<file path="config.mk">
export PLATFORM = sky130hd
export DESIGN_NAME = rcn_uart
export DESIGN_NICKNAME = d
export VERILOG_FILES = /design/src/rtl/rcn_uart.sv
export SDC_FILE = /design/constraint.sdc
export NUM_CORES = 1
export LEC_CHECK = 0
export ABC_AREA = 1
export BUFFER_PORTS_ARGS = -buffer_cell sky130_fd_sc_hd__buf_2
export CORE_MARGIN = 1
export CORE_UTILIZATION = 24
export CTS_CLUSTER_SIZE = 10
export DETAILED_ROUTE_END_ITERATION = 10
export SYNTH_ARGS = -nofsm -noshare
export SYNTH_HDL_FRONTEND = slang
export SYNTH_SLANG_ARGS = --single-unit
export TNS_END_PERCENT = 100
</file>
<file path="constraint.sdc">
create_clock -name clk -period 5.4 [get_ports clk]
set_input_delay 0.81 -clock clk [delete_from_list [all_inputs] [get_ports clk]]
set_output_delay 0.81 -clock clk [all_outputs]
set_load 0.005 [all_outputs]
</file>
<file path="src/rtl/rcn_uart.sv">
// rcn_uart: RCN ring slave with a 4-word register window and an 8N1 UART.
// Both directions are FIFO-buffered; the bit period is DIV+1 clocks.
module rcn_uart #(
    parameter logic [31:0] ADDR_BASE   = 32'h00FFFFE0,
    parameter int          FIFO_AW     = 4,
    parameter logic [15:0] DEFAULT_DIV = 16'd433
) (
    input  logic        clk,
    input  logic        rst,
    input  logic [66:0] rcn_in,
    output logic [66:0] rcn_out,
    input  logic        uart_rx,
    output logic        uart_tx,
    output logic        irq
);

    localparam int DEPTH = 1 << FIFO_AW;
    localparam logic [FIFO_AW:0]   FULL_CNT = {1'b1, {FIFO_AW{1'b0}}};
    localparam logic [FIFO_AW:0]   ONE_C    = 1;
    localparam logic [FIFO_AW-1:0] ONE_P    = 1;

    typedef enum logic [1:0] {S_IDLE, S_START, S_DATA, S_STOP} state_t;

    logic        hit, req_wr;
    logic [3:0]  req_mask;
    logic [1:0]  req_reg;
    logic [31:0] wdata, rdata;

    assign req_wr   = rcn_in[64];
    assign req_mask = rcn_in[57:54];
    assign req_reg  = rcn_in[33:32];
    assign wdata    = rcn_in[31:0];
    assign hit      = rcn_in[66] & rcn_in[65] & (rcn_in[53:34] == ADDR_BASE[23:4]);

    logic [15:0] div, div_eff;
    logic        rx_ovr, ferr, tx_ovf;
    assign div_eff = (div < 16'd3) ? 16'd3 : div;

    logic [7:0]         tx_mem [DEPTH];
    logic [FIFO_AW-1:0] tx_wp, tx_rp;
    logic [FIFO_AW:0]   tx_cnt;
    logic               tx_full, tx_empty, tx_push, tx_pop, tx_ovf_set;
    state_t             tx_state;
    logic [15:0]        tx_tmr;
    logic [2:0]         tx_bit;
    logic [7:0]         tx_sh;

    logic [7:0]         rx_mem [DEPTH];
    logic [FIFO_AW-1:0] rx_wp, rx_rp;
    logic [FIFO_AW:0]   rx_cnt;
    logic               rx_full, rx_empty, rx_wr, rx_pop, rx_ovr_set;
    logic               rx_s1, rx_s2, rx_s3, rx_push, rx_ferr_set;
    state_t             rx_state;
    logic [15:0]        rx_tmr;
    logic [2:0]         rx_bit;
    logic [7:0]         rx_sh;

    logic data_wr, stat_clr;
    assign data_wr  = hit & req_wr & (req_reg == 2'd0) & req_mask[0];
    assign stat_clr = hit & req_wr & (req_reg == 2'd1) & req_mask[0];

    assign tx_full    = (tx_cnt == FULL_CNT);
    assign tx_empty   = (tx_cnt == '0);
    assign tx_push    = data_wr & ~tx_full;
    assign tx_ovf_set = data_wr & tx_full;
    assign tx_pop     = ~tx_empty &
                        ((tx_state == S_IDLE) | ((tx_state == S_STOP) & (tx_tmr == '0)));

    assign rx_full    = (rx_cnt == FULL_CNT);
    assign rx_empty   = (rx_cnt == '0);
    assign rx_pop     = hit & ~req_wr & (req_reg == 2'd0) & ~rx_empty;
    // A pop in the same cycle frees the slot the push needs.
    assign rx_wr      = rx_push & (~rx_full | rx_pop);
    assign rx_ovr_set = rx_push & rx_full & ~rx_pop;

    assign irq = ~rx_empty | rx_ovr | ferr | tx_ovf;

    always_comb begin
        rdata = '0;
        if (!req_wr) begin
            unique case (req_reg)
                2'd0:    rdata = {23'b0, ~rx_empty, rx_empty ? 8'h00 : rx_mem[rx_rp]};
                2'd1:    rdata = {25'b0, tx_ovf, ferr, rx_ovr, rx_full, rx_empty,
                                  tx_empty & (tx_state == S_IDLE), tx_full};
                2'd2:    rdata = {16'b0, div};
                default: rdata = '0;
            endcase
        end
    end

    always_ff @(posedge clk or posedge rst) begin
        if (rst) begin
            rcn_out <= '0;
        end else if (hit) begin
            rcn_out <= {2'b10, rcn_in[64:32], rdata};
        end else begin
            rcn_out <= rcn_in;
        end
    end

    always_ff @(posedge clk or posedge rst) begin
        if (rst) begin
            div    <= DEFAULT_DIV;
            rx_ovr <= 1'b0;
            ferr   <= 1'b0;
            tx_ovf <= 1'b0;
        end else begin
            if (hit & req_wr & (req_reg == 2'd2)) begin
                if (req_mask[0]) div[7:0]  <= wdata[7:0];
                if (req_mask[1]) div[15:8] <= wdata[15:8];
            end
            rx_ovr <= rx_ovr_set  | (rx_ovr & ~(stat_clr & wdata[4]));
            ferr   <= rx_ferr_set | (ferr   & ~(stat_clr & wdata[5]));
            tx_ovf <= tx_ovf_set  | (tx_ovf & ~(stat_clr & wdata[6]));
        end
    end

    always_ff @(posedge clk) begin
        if (tx_push) tx_mem[tx_wp] <= wdata[7:0];
        if (rx_wr)   rx_mem[rx_wp] <= rx_sh;
    end

    always_ff @(posedge clk or posedge rst) begin
        if (rst) begin
            tx_wp  <= '0;
            tx_rp  <= '0;
            tx_cnt <= '0;
            rx_wp  <= '0;
            rx_rp  <= '0;
            rx_cnt <= '0;
        end else begin
            if (tx_push) tx_wp <= tx_wp + ONE_P;
            if (tx_pop)  tx_rp <= tx_rp + ONE_P;
            if (tx_push & ~tx_pop)      tx_cnt <= tx_cnt + ONE_C;
            else if (~tx_push & tx_pop) tx_cnt <= tx_cnt - ONE_C;
            if (rx_wr)  rx_wp <= rx_wp + ONE_P;
            if (rx_pop) rx_rp <= rx_rp + ONE_P;
            if (rx_wr & ~rx_pop)      rx_cnt <= rx_cnt + ONE_C;
            else if (~rx_wr & rx_pop) rx_cnt <= rx_cnt - ONE_C;
        end
    end

    always_ff @(posedge clk or posedge rst) begin
        if (rst) begin
            tx_state <= S_IDLE;
            tx_tmr   <= '0;
            tx_bit   <= '0;
            tx_sh    <= '0;
            uart_tx  <= 1'b1;
        end else if (tx_pop) begin
            tx_state <= S_START;
            tx_sh    <= tx_mem[tx_rp];
            tx_tmr   <= div_eff;
            uart_tx  <= 1'b0;
        end else if (tx_state != S_IDLE) begin
            if (tx_tmr != '0) begin
                tx_tmr <= tx_tmr - 16'd1;
            end else begin
                tx_tmr <= div_eff;
                unique case (tx_state)
                    S_START: begin
                        tx_state <= S_DATA;
                        tx_bit   <= '0;
                        uart_tx  <= tx_sh[0];
                    end
                    S_DATA: begin
                        tx_sh <= {1'b0, tx_sh[7:1]};
                        if (tx_bit == 3'd7) begin
                            tx_state <= S_STOP;
                            uart_tx  <= 1'b1;
                        end else begin
                            tx_bit  <= tx_bit + 3'd1;
                            uart_tx <= tx_sh[1];
                        end
                    end
                    default: tx_state <= S_IDLE;
                endcase
            end
        end
    end

    always_ff @(posedge clk or posedge rst) begin
        if (rst) begin
            rx_s1       <= 1'b1;
            rx_s2       <= 1'b1;
            rx_s3       <= 1'b1;
            rx_state    <= S_IDLE;
            rx_tmr      <= '0;
            rx_bit      <= '0;
            rx_sh       <= '0;
            rx_push     <= 1'b0;
            rx_ferr_set <= 1'b0;
        end else begin
            rx_s1       <= uart_rx;
            rx_s2       <= rx_s1;
            rx_s3       <= rx_s2;
            rx_push     <= 1'b0;
            rx_ferr_set <= 1'b0;
            if (rx_state == S_IDLE) begin
                if (rx_s3 & ~rx_s2) begin
                    rx_state <= S_START;
                    rx_tmr   <= {1'b0, div_eff[15:1]};
                end
            end else if (rx_tmr != '0) begin
                rx_tmr <= rx_tmr - 16'd1;
            end else begin
                rx_tmr <= div_eff;
                unique case (rx_state)
                    S_START: begin
                        rx_state <= rx_s2 ? S_IDLE : S_DATA;
                        rx_bit   <= '0;
                    end
                    S_DATA: begin
                        rx_sh <= {rx_s2, rx_sh[7:1]};
                        if (rx_bit == 3'd7) rx_state <= S_STOP;
                        else                rx_bit   <= rx_bit + 3'd1;
                    end
                    default: begin
                        rx_state    <= S_IDLE;
                        rx_push     <= 1'b1;
                        rx_ferr_set <= ~rx_s2;
                    end
                endcase
            end
        end
    end

endmodule
</file>
## Word-level counts from Yosys, hierarchy flattened

Memories as Yosys holds them, arrays and structs flattened.
Cells that the tools add are included.

- Output and inout port bits: 69
- RAM bits: 256
- Memories kept: 2
- Register bits: 176
- Bits of input ports: 70
- Logic and storage cells: 189

Memory list:

| memory | depth | bits a word | rd ports | clocked after memory_dff | write ports | line | source |
|---|---|---|---|---|---|---|---|
| rx_mem | 16 | 8 | 1 | 0 | 1 | 48 | `logic [7:0] rx_mem [DEPTH];` |
| tx_mem | 16 | 8 | 1 | 0 | 1 | 39 | `logic [7:0] tx_mem [DEPTH];` |

- $lt $le $gt $ge: 1
- Add/sub/neg operators: 12
- Bitwise logic cells: 54
- Reduce and logical (&&, ||, !) cells: 26
- Eq/ne operators: 19
- Multiplexer cells: 49

Operator list:

| operator | count |
|---|---|
| $mux W16 | 8 |
| $mux W67 | 1 |
| $pmux W16 S3 | 1 |
| $mux W8 | 5 |
| $reduce_bool A16 Y1 | 2 |
| $sub A16 B1 Y16 const B | 2 |
| $and A1 B1 Y1 | 30 |
| $eq A20 B20 Y1 const B | 1 |
| $mux W5 | 4 |
| $mux W2 | 9 |
| $add A4 B1 Y4 const B | 4 |
| $logic_not A16 Y1 | 1 |
| $lt A16 B2 Y1 const B | 1 |
| $not A1 Y1 | 16 |
| $reduce_and A3 Y1 | 5 |
| $mux W1 | 14 |
| $reduce_bool A2 Y1 | 7 |
| $pmux W3 S2 | 2 |
| $add A5 B1 Y5 const B | 2 |
| $eq A5 B5 Y1 const B | 2 |
| $logic_not A5 Y1 | 2 |
| $sub A5 B1 Y5 const B | 2 |
| $eq A2 B2 Y1 const B | 4 |
| $ne A2 B2 Y1 const B | 4 |
| other kinds (15) | 32 |

## Logic depth before layout (Yosys ltp)

Gate-level depths: netlist of the first run.

- Word-level depth: 11
- Mapped depth: 21
- Mapped depth without buffers: 21

## Worst setup path after synthesis of the first run

Ideal clock, no wire load.

- Path type: input to register
- Start: input port rcn_in[34]
- End: register rx_cnt[4]
- Setup time: 0.125 ns
- Stages: 21
- Required time: 5.275 ns
- Data arrival time: 3.011 ns
- Setup slack: 2.264 ns
- Buffers on the path: 0
- Cells stage by stage: inv_1 > nand2_1 > nor2_2 > nand2_2 > nor2_2 > nand2_2 > nor2_1 > nand2_2 > nand2_1 > nand2_2 > inv_1 > ha_1 > inv_1 > fa_1 > a21oi_1 > nor2_1 > nor2_1 > nand2_1 > nand2_1 > nor2_1 > xor2_1

- Word-level cells in the longest chain between the ends: 10
- Elaborated cells on any way between the ends: 13
- Classes of those cells: 1 x eq/ne; 1 x mux; 10 x bitwise; 1 x reduce/logical

RTL lines:

| item | line | source |
|---|---|---|
| from (decl) | 10 | `input logic [66:0] rcn_in,` |
| $eq A20 B20 Y1 (*) | 33 | `assign hit = rcn_in[66] & rcn_in[65] & (rcn_in[53:34] == ADDR_BASE[23:4]);` |
| $and A1 B1 Y1 (*) | 33 |  |
| $and A1 B1 Y1 (*) (3 in series) | 71 | `assign rx_pop = hit & ~req_wr & (req_reg == 2'd0) & ~rx_empty;` |
| $or A1 B1 Y1 | 73 | `assign rx_wr = rx_push & (~rx_full \| rx_pop);` |
| $and A1 B1 Y1 | 73 |  |
| $not A1 Y1 | 139 | `else if (~rx_wr & rx_pop) rx_cnt <= rx_cnt - ONE_C;` |
| $and A1 B1 Y1 | 139 |  |
| $reduce_bool A2 Y1 (no line) | - |  |
| to (signal assigned) | 138 | `if (rx_wr & ~rx_pop) rx_cnt <= rx_cnt + ONE_C;` |
| to (signal assigned) | 139 |  |
| to (decl) | 50 | `logic [FIFO_AW:0] rx_cnt;` |

Mark *: on every way between the ends. The rest lies on a longest branch, timed or not.
A chain may end at the register's enable or synchronous reset.

## Worst setup path after layout of the first run

- Start: input port rcn_in[53]
- End: register rx_cnt[4]

The elaborated chain is that of the path after synthesis.

==> results of run 1 <==
## how the worst max path moves through the flow
stage,start,to,cells after the start
floorplan,rcn_in[34],rx_cnt[4],21
global route,rx_cnt[0],rx_cnt[4],20
detailed placement,rcn_in[53],rx_cnt[4],21
global placement,rcn_in[53],rx_cnt[4],21
finish,rcn_in[53],rx_cnt[4],21
CTS,rx_cnt[0],rx_cnt[4],20
## Yosys cell counts, types with 11 or more instances
master,count
inv_1,193
o211ai_1,36
a21oi_1,18
ha_1,32
o22ai_1,15
dfrtp_1,167
edfxtp_1,256
nor3_1,11
nor2_1,253
nand2_1,513
nand3_1,168
o21ai_0,123
xor2_1,23
clkbuf_1,44
buf_2,20
## state kept, by name (all words and copies together), names as in the netlist, 2 cells and up
name      flops
rx_mem      128
tx_mem      128
rcn_out      67
div          16
rx_tmr       16
tx_tmr       16
rx_sh         8
tx_sh         8
rx_cnt        5
tx_cnt        5
rx_rp         4
rx_wp         4
tx_rp         4
tx_wp         4
rx_bit        3
tx_bit        3
rx_state      2
tx_state      2
## worst register-to-register path, cell delays in order, from the launching register on
cell      delay [ns]
dfrtp_1         0.44
nor2_1          0.13
nand3_1         0.08
inv_1           0.08
nand2_1         0.07
nand2_1         0.08
clkinv_1        0.21
nand2_2         0.20
nand2_1         0.08
nand2_2         0.31
inv_1           0.17
ha_1            0.26
inv_1           0.15
ha_1            0.29
a21oi_1         0.18
nor2_1          0.06
nor2_1          0.12
nand2_1         0.06
nand2_1         0.05
nor2_1          0.04
xor2_1          0.14
## where the power goes
part,total [W],leakage (nW),switching (W),internal (W)
Clock,0.00314,0.716,0.00132,0.00182
Combinational,0.00138,4.19,0.000928,0.000450
Sequential,0.00379,4.50,0.000146,0.00365
Total,0.00832,9.41,0.00240,0.00592
## metal layers
layer,wire [um],GRT usage
met1,21500,0.157
met4,1550,0.0505
met5,57,0
met2,22200,0.189
met3,3320,0.0270
## cells by family after synthesis
group / after synthesis / synth area share
and+or+nand+nor: 984 / 0.213
DFF: 432 / 0.631
buffers and inverters: 268 / 0.0539
AOI/OAI and AO/OA: 219 / 0.0655
adders and majority gates: 34 / 0.0230
xor gates and xnor gates: 30 / 0.0137
## stage by stage
stage	power, W	util	hold slack, ns	setup slack (ns)
after floorplan	0.00478	-	0.345	2.26
after global placement	0.00522	0.266	0.346	1.53
after detailed placement	0.00523	0.266	0.347	1.50
after CTS	0.00840	0.285	0.292	2.10
after global routing	0.00872	0.285	0.303	1.76
final	0.00832	0.285	0.323	2.08
## cell type report
| class | count | area [um^2] | share of cell area |
|---|---|---|---|
| flip-flops and latches | 432 | 12100 | 0.538 |
| inverters | 200 | 754 | 0.0335 |
| clock buffers | 87 | 1420 | 0.0631 |
| well taps | 1050 | 1310 | 0.0584 |
| clock inverters | 6 | 73.8 | 0.00328 |
| multi-input cells | 1267 | 6050 | 0.269 |
| diodes | 2 | 5.00 | 0.000222 |
| repair buffers | 148 | 778 | 0.0346 |
==> summary.md, run 1 <==
| Metric | Value |
|---|---|
| Status | `finished clean` |
| Sequential cell area fraction in the yosys report | `0.631` |
| Synthesis-to-finish area growth | `17.3%` |
| Syn nets | `2071` |
| Vias in the first global route | `13600` |
| Global Route Usage Sum | `0.119` |
| Setup bufs post-CTS | `0` |
| Internal reg-to-reg setup slack | `2.09 ns` |
| Final Wtd Congestion | `about 0.84` |
| Final Hold Viols | `0` |
| Period utilization | `0.615` |
| Post-DP Area | `21000 um^2` |
| CTS sink cnt | `432` |
| Initial Util | `0.243` |
| Max Root-Sink Buffers | `3` |
| RR Startpoint | `rx_cnt[0]` |
| PortBufs | `around 140` |
| Hpwl dp | `32200 um` |
| Post-synthesis area per instance | `9.75 um^2` |
| Most frequent cells in the layout | `nand2_1 (513), edfxtp_1 (256), nor2_1 (253), inv_1 (191), nand3_1 (168)` |
| Hold buffer count at CTS | `0` |
| Worst min path class | `primary input to register` |
| CP peak stage delay | `just over 0.4 ns` |
| Nets | `2203` |
| Ys async rst share | `0.407` |
| Worst path cell trace | `buf_2, nand2_1, nor2_1, nand2_1, nor2_2, nand2_2, nor2_1, nand2_2, nand2_1, nand2_2, inv_1, ha_1, inv_1, fa_1, a21oi_1, nor2_1, nor2_1, nand2_1, nand2_1, nor2_1, xor2_1` |
| Die area | `between 80000 and 90000 um^2` |
| Cell area after synthesis | `19200 um^2` |
| Critical path's slowest cell | `fa_1` |
| RSZ-0062 raised after global routing | `no` |
| Distinct cell type count after synthesis | `42` |
| Clk_skew | `0.0186 ns` |
| Worst hold start | `rcn_in[63]` |
| FF-to-FF path depth | `20` |
| Setup TNS | `0 ns` |
| Detailed-route via count | `13800` |
| Leakage | `approximately 9.4 nW` |
| Post-synth top area cell | `edfxtp_1` |
| CTS Buf Count | `50` |
| Critical path buffers and inverters | `3` |
| Placed insts | `3097` |
| Root buf cell | `clkbuf_16` |
| Critical path class | `primary input to register` |
| MaxCap Viol Count | `0` |
| Most common cell after layout, fill and taps aside | `nand2_1` |
| Layout cell share with drive strength beyond 1 | `0.115` |
| Crit Path Max Fanout | `22` |
| Hold endpoint | `rcn_out[63]` |
| Register clock-pin slew on the reported worst setup and hold paths | `0.06 ns` |
| DR DRC count | `0` |
| Yosys reg bits | `432` |
| Final setup violation count | `0` |
| Final WL | `48600 um` |
| Number of synthesized flops with an enable pin | `256` |
| CTS tree | `built` |
| Grt ovf | `0` |
| Hold Crit Depth | `1` |
| Post-synthesis cell count | `1967` |
| Post-route insts no fill | `between 3000 and 4000` |
| Crit path capture type | `register` |
| Top cells by area, synth | `edfxtp_1 (40%), dfrtp_1 (22%), nand2_1 (10%)` |
| CP required | `5.87 ns` |
| Post_cts resized | `0` |
| Slew Viols, Final | `0` |
| Max Freq | `301 MHz` |
| Initial antenna violation count | `10` |
| DR pass1 iterations | `5` |
| Slew HR | `0.272` |
| Via density | `4.34` |
| Top Ports | `approximately 140` |
| WP data arrival | `3.80 ns` |
| Post-synth top area share | `0.401` |
| Rows | `103` |
| Synth warn | `0` |
| Remaining antenna violation count | `0` |
| P per Cell Area | `370 nW/um^2` |
| CP Launch Type | `primary input` |
| Average wire per standard cell | `15.2 um` |
| Synth Flop Type | `edfxtp_1` |
| Largest net degree at the start of global routing | `99` |
| Post-layout instance area | `22500 um^2` |
| Delay-heaviest family, CP | `simple AND/OR/NAND/NOR gates` |
| Die width | `285 um` |
| Clk Latency, worst-skew pair | `0.60 ns` |
| Capturing point of the worst reg2reg path | `rx_cnt[4]` |
| CORE AREA | `79000 um^2` |
| H-tree levels | `2` |
| Die H | `285 um` |
| Worst Tran Pin Value | `1.09 ns` |
| Largest vdd supply drop | `250 uV` |
| First-pass GRT wire length | `approximately 76000 um` |
| Post-route minimum period | `3.32 ns` |
| DR iter-0 viols | `1012` |
| Fill cell count | `8222` |
Power figures use the tool's default switching activity.
==> run 2: changes to the inputs <==
clock period = 3.2 ns   (was 5.4 ns; I/O delays follow)
==> summary.md, run 2 (synthesis gave the netlist of run 1 again) <==
| Metric | Value |
|---|---|
| P per Cell Area | `approximately 610 nW/um^2` |
| Average wire per standard cell | `15.0 um` |
| Area of the multi-input gates | `6050 um^2` |
| Global Route Usage Sum | `0.120` |
| Remaining antenna violation count | `0` |
| PortBufs | `138` |
| Max Root-Sink Buffers | `3` |
| Slew Viols, Final | `0` |
| Crit Path Max Fanout | `6` |
| Via density | `approximately 4.3` |
| Leakage | `about 10 nW` |
| Worst min path class | `primary input to async pin` |
| Top Registers | `rx_mem x128, tx_mem x128, rcn_out x67` |
| Die area | `81100 um^2` |
| Period utilization | `0.937` |
| Internal reg-to-reg setup slack | `0.53 ns` |
| Setup TNS | `0 ns` |
| Clk Latency, worst-skew pair | `0.60 ns` |
| Post-route minimum period | `3.00 ns` |
| First-pass GRT wire length | `between 70000 and 80000 um` |
| Top Ports | `139` |
| WP data arrival | `3.51 ns` |
| Register area | `12100 um^2` |
| Hpwl dp | `32300 um` |
| Final setup violation count | `0` |
| Fin worst setup slack | `between 0.2 and 0.25 ns` |
| DP Worst Slack | `0.157 ns` |
| CTS tree | `built` |
| Max Freq | `333 MHz` |
| Worst Tran Pin Value | `0.842 ns` |
| Post-layout instance area | `roughly 23000 um^2` |
| Initial Util | `0.243` |
| Final Wtd Congestion | `0.793` |
| Post-DP Area | `21400 um^2` |
| Largest vdd supply drop | `393 uV` |
| Most frequent cells in the layout | `nand2_1 (513), edfxtp_1 (256), nor2_1 (252), inv_1 (192), nand3_1 (168)` |
| Final WL | `49200 um` |
| DR iter-0 viols | `956` |
| H-tree levels | `2` |
| Die width | `around 280 um` |
| Largest net degree at the start of global routing | `102` |
| RSZ-0062 raised after global routing | `no` |
| Nets | `~2300` |
| Critical path class | `primary input to register` |
| Initial antenna violation count | `5` |
| Slew HR | `0.439` |
| Root buf cell | `clkbuf_16` |
| CP required | `approximately 3.7 ns` |
| CTS Buf Count | `50` |
| Rows | `103` |
| CP Launch Type | `primary input` |
| Synthesis-to-finish area growth | `21.3%` |
| Register clock-pin slew on the reported worst setup and hold paths | `0.06 ns` |
| Die H | `285 um` |
| Layout cell share with drive strength beyond 1 | `0.135` |
| MaxCap Viol Count | `0` |
| Vias in the first global route | `around 14000` |
| Fill cell count | `8154` |
| DR DRC count | `0` |
| Grt ovf | `0` |
| Most common cell after layout, fill and taps aside | `nand2_1` |
| Final Hold Viols | `0` |
| CORE AREA | `79000 um^2` |
| Status | `finished clean` |
| Clk_skew | `~0.03 ns` |
| Detailed-route via count | `14100` |
| Crit path capture type | `register` |
| DR pass1 iterations | `5` |
| CTS sink cnt | `432` |
-- run 2: report_power, final --
| part | internal [W] | total, W | switching, W |
|---|---|---|---|
| logic | 0.000845 | 0.00243 | 0.00159 |
| clock network | 0.00317 | 0.00542 | 0.00224 |
| registers | 0.00616 | 0.00637 | 0.000212 |
-- run 2: final timing paths --
path	endpoint	startpoint	cells after the start
hold / removal	rcn_out[60]	rst	3
setup reg to reg	tx_cnt[4]	tx_tmr[0]	15
setup / recovery	tx_cnt[4]	rcn_in[52]	16
max in group asynchronous	rx_rp[0]	rst	3
hold reg to reg	rx_s2	rx_s1	0
min in group clk	rcn_out[33]	rcn_in[33]	1
-- run 2: layout make-up --
type	count	share of cell area
clock inverters	5	0.00511
clock buffers	88	0.0612
multi-input cells	1267	0.260
well taps	1050	0.0564
flip-flops and latches	432	0.520
inverters	200	0.0324
diodes	2	0.000215
repair buffers	231	0.0644
-- run 2: critical path: stages --
cell and delay, ns:
dlygate4sd3_1 0.54, buf_2 0.13, nand2_1 0.05, nor2_1 0.20, nand2_1 0.16, nor3_4 0.24, nand3_4 0.13, nor3_2 0.20
ha_1 0.18, inv_1 0.10, fa_1 0.43, and3_1 0.18, o21ai_0 0.14, nand2_1 0.07, nor2_1 0.12, xor2_1 0.17
-- run 2: timing repair --
| item | in CTS | in global routing |
|---|---|---|
| endpoints found under the hold margin | 29 | 0 |
| setup buffers | 0 | 0 |
| gates resized for setup | 0 | 2 |
| hold buffers | 29 | 0 |
| endpoints found under the setup margin | 0 | 1 |
-- run 2: through the flow --
| stage | cells | utilization | total power [W] | hold slack (ns) |
|---|---|---|---|---|
| floorplan | 1967 | - | 0.00807 | 0.345 |
| global placement | 3151 | 0.271 | 0.00887 | 0.348 |
| detailed placement | 3151 | 0.271 | 0.00890 | 0.348 |
| CTS | 3273 | 0.294 | 0.0144 | 0.00184 |
| global route | 3273 | 0.295 | 0.0150 | 0.0216 |
| finish | 3275 | 0.295 | 0.0142 | 0.0363 |
-- run 2: routing by layer --
layer / up-vias / part of all wire / global-route usage
met3: 68 / 0.065 / 0.0258
met1: 6689 / 0.44 / 0.159
met2: 366 / 0.47 / 0.199
met4: 4 / 0.019 / 0.0335
li1: 6933 / - / -
met5: - / 0.00055 / 0
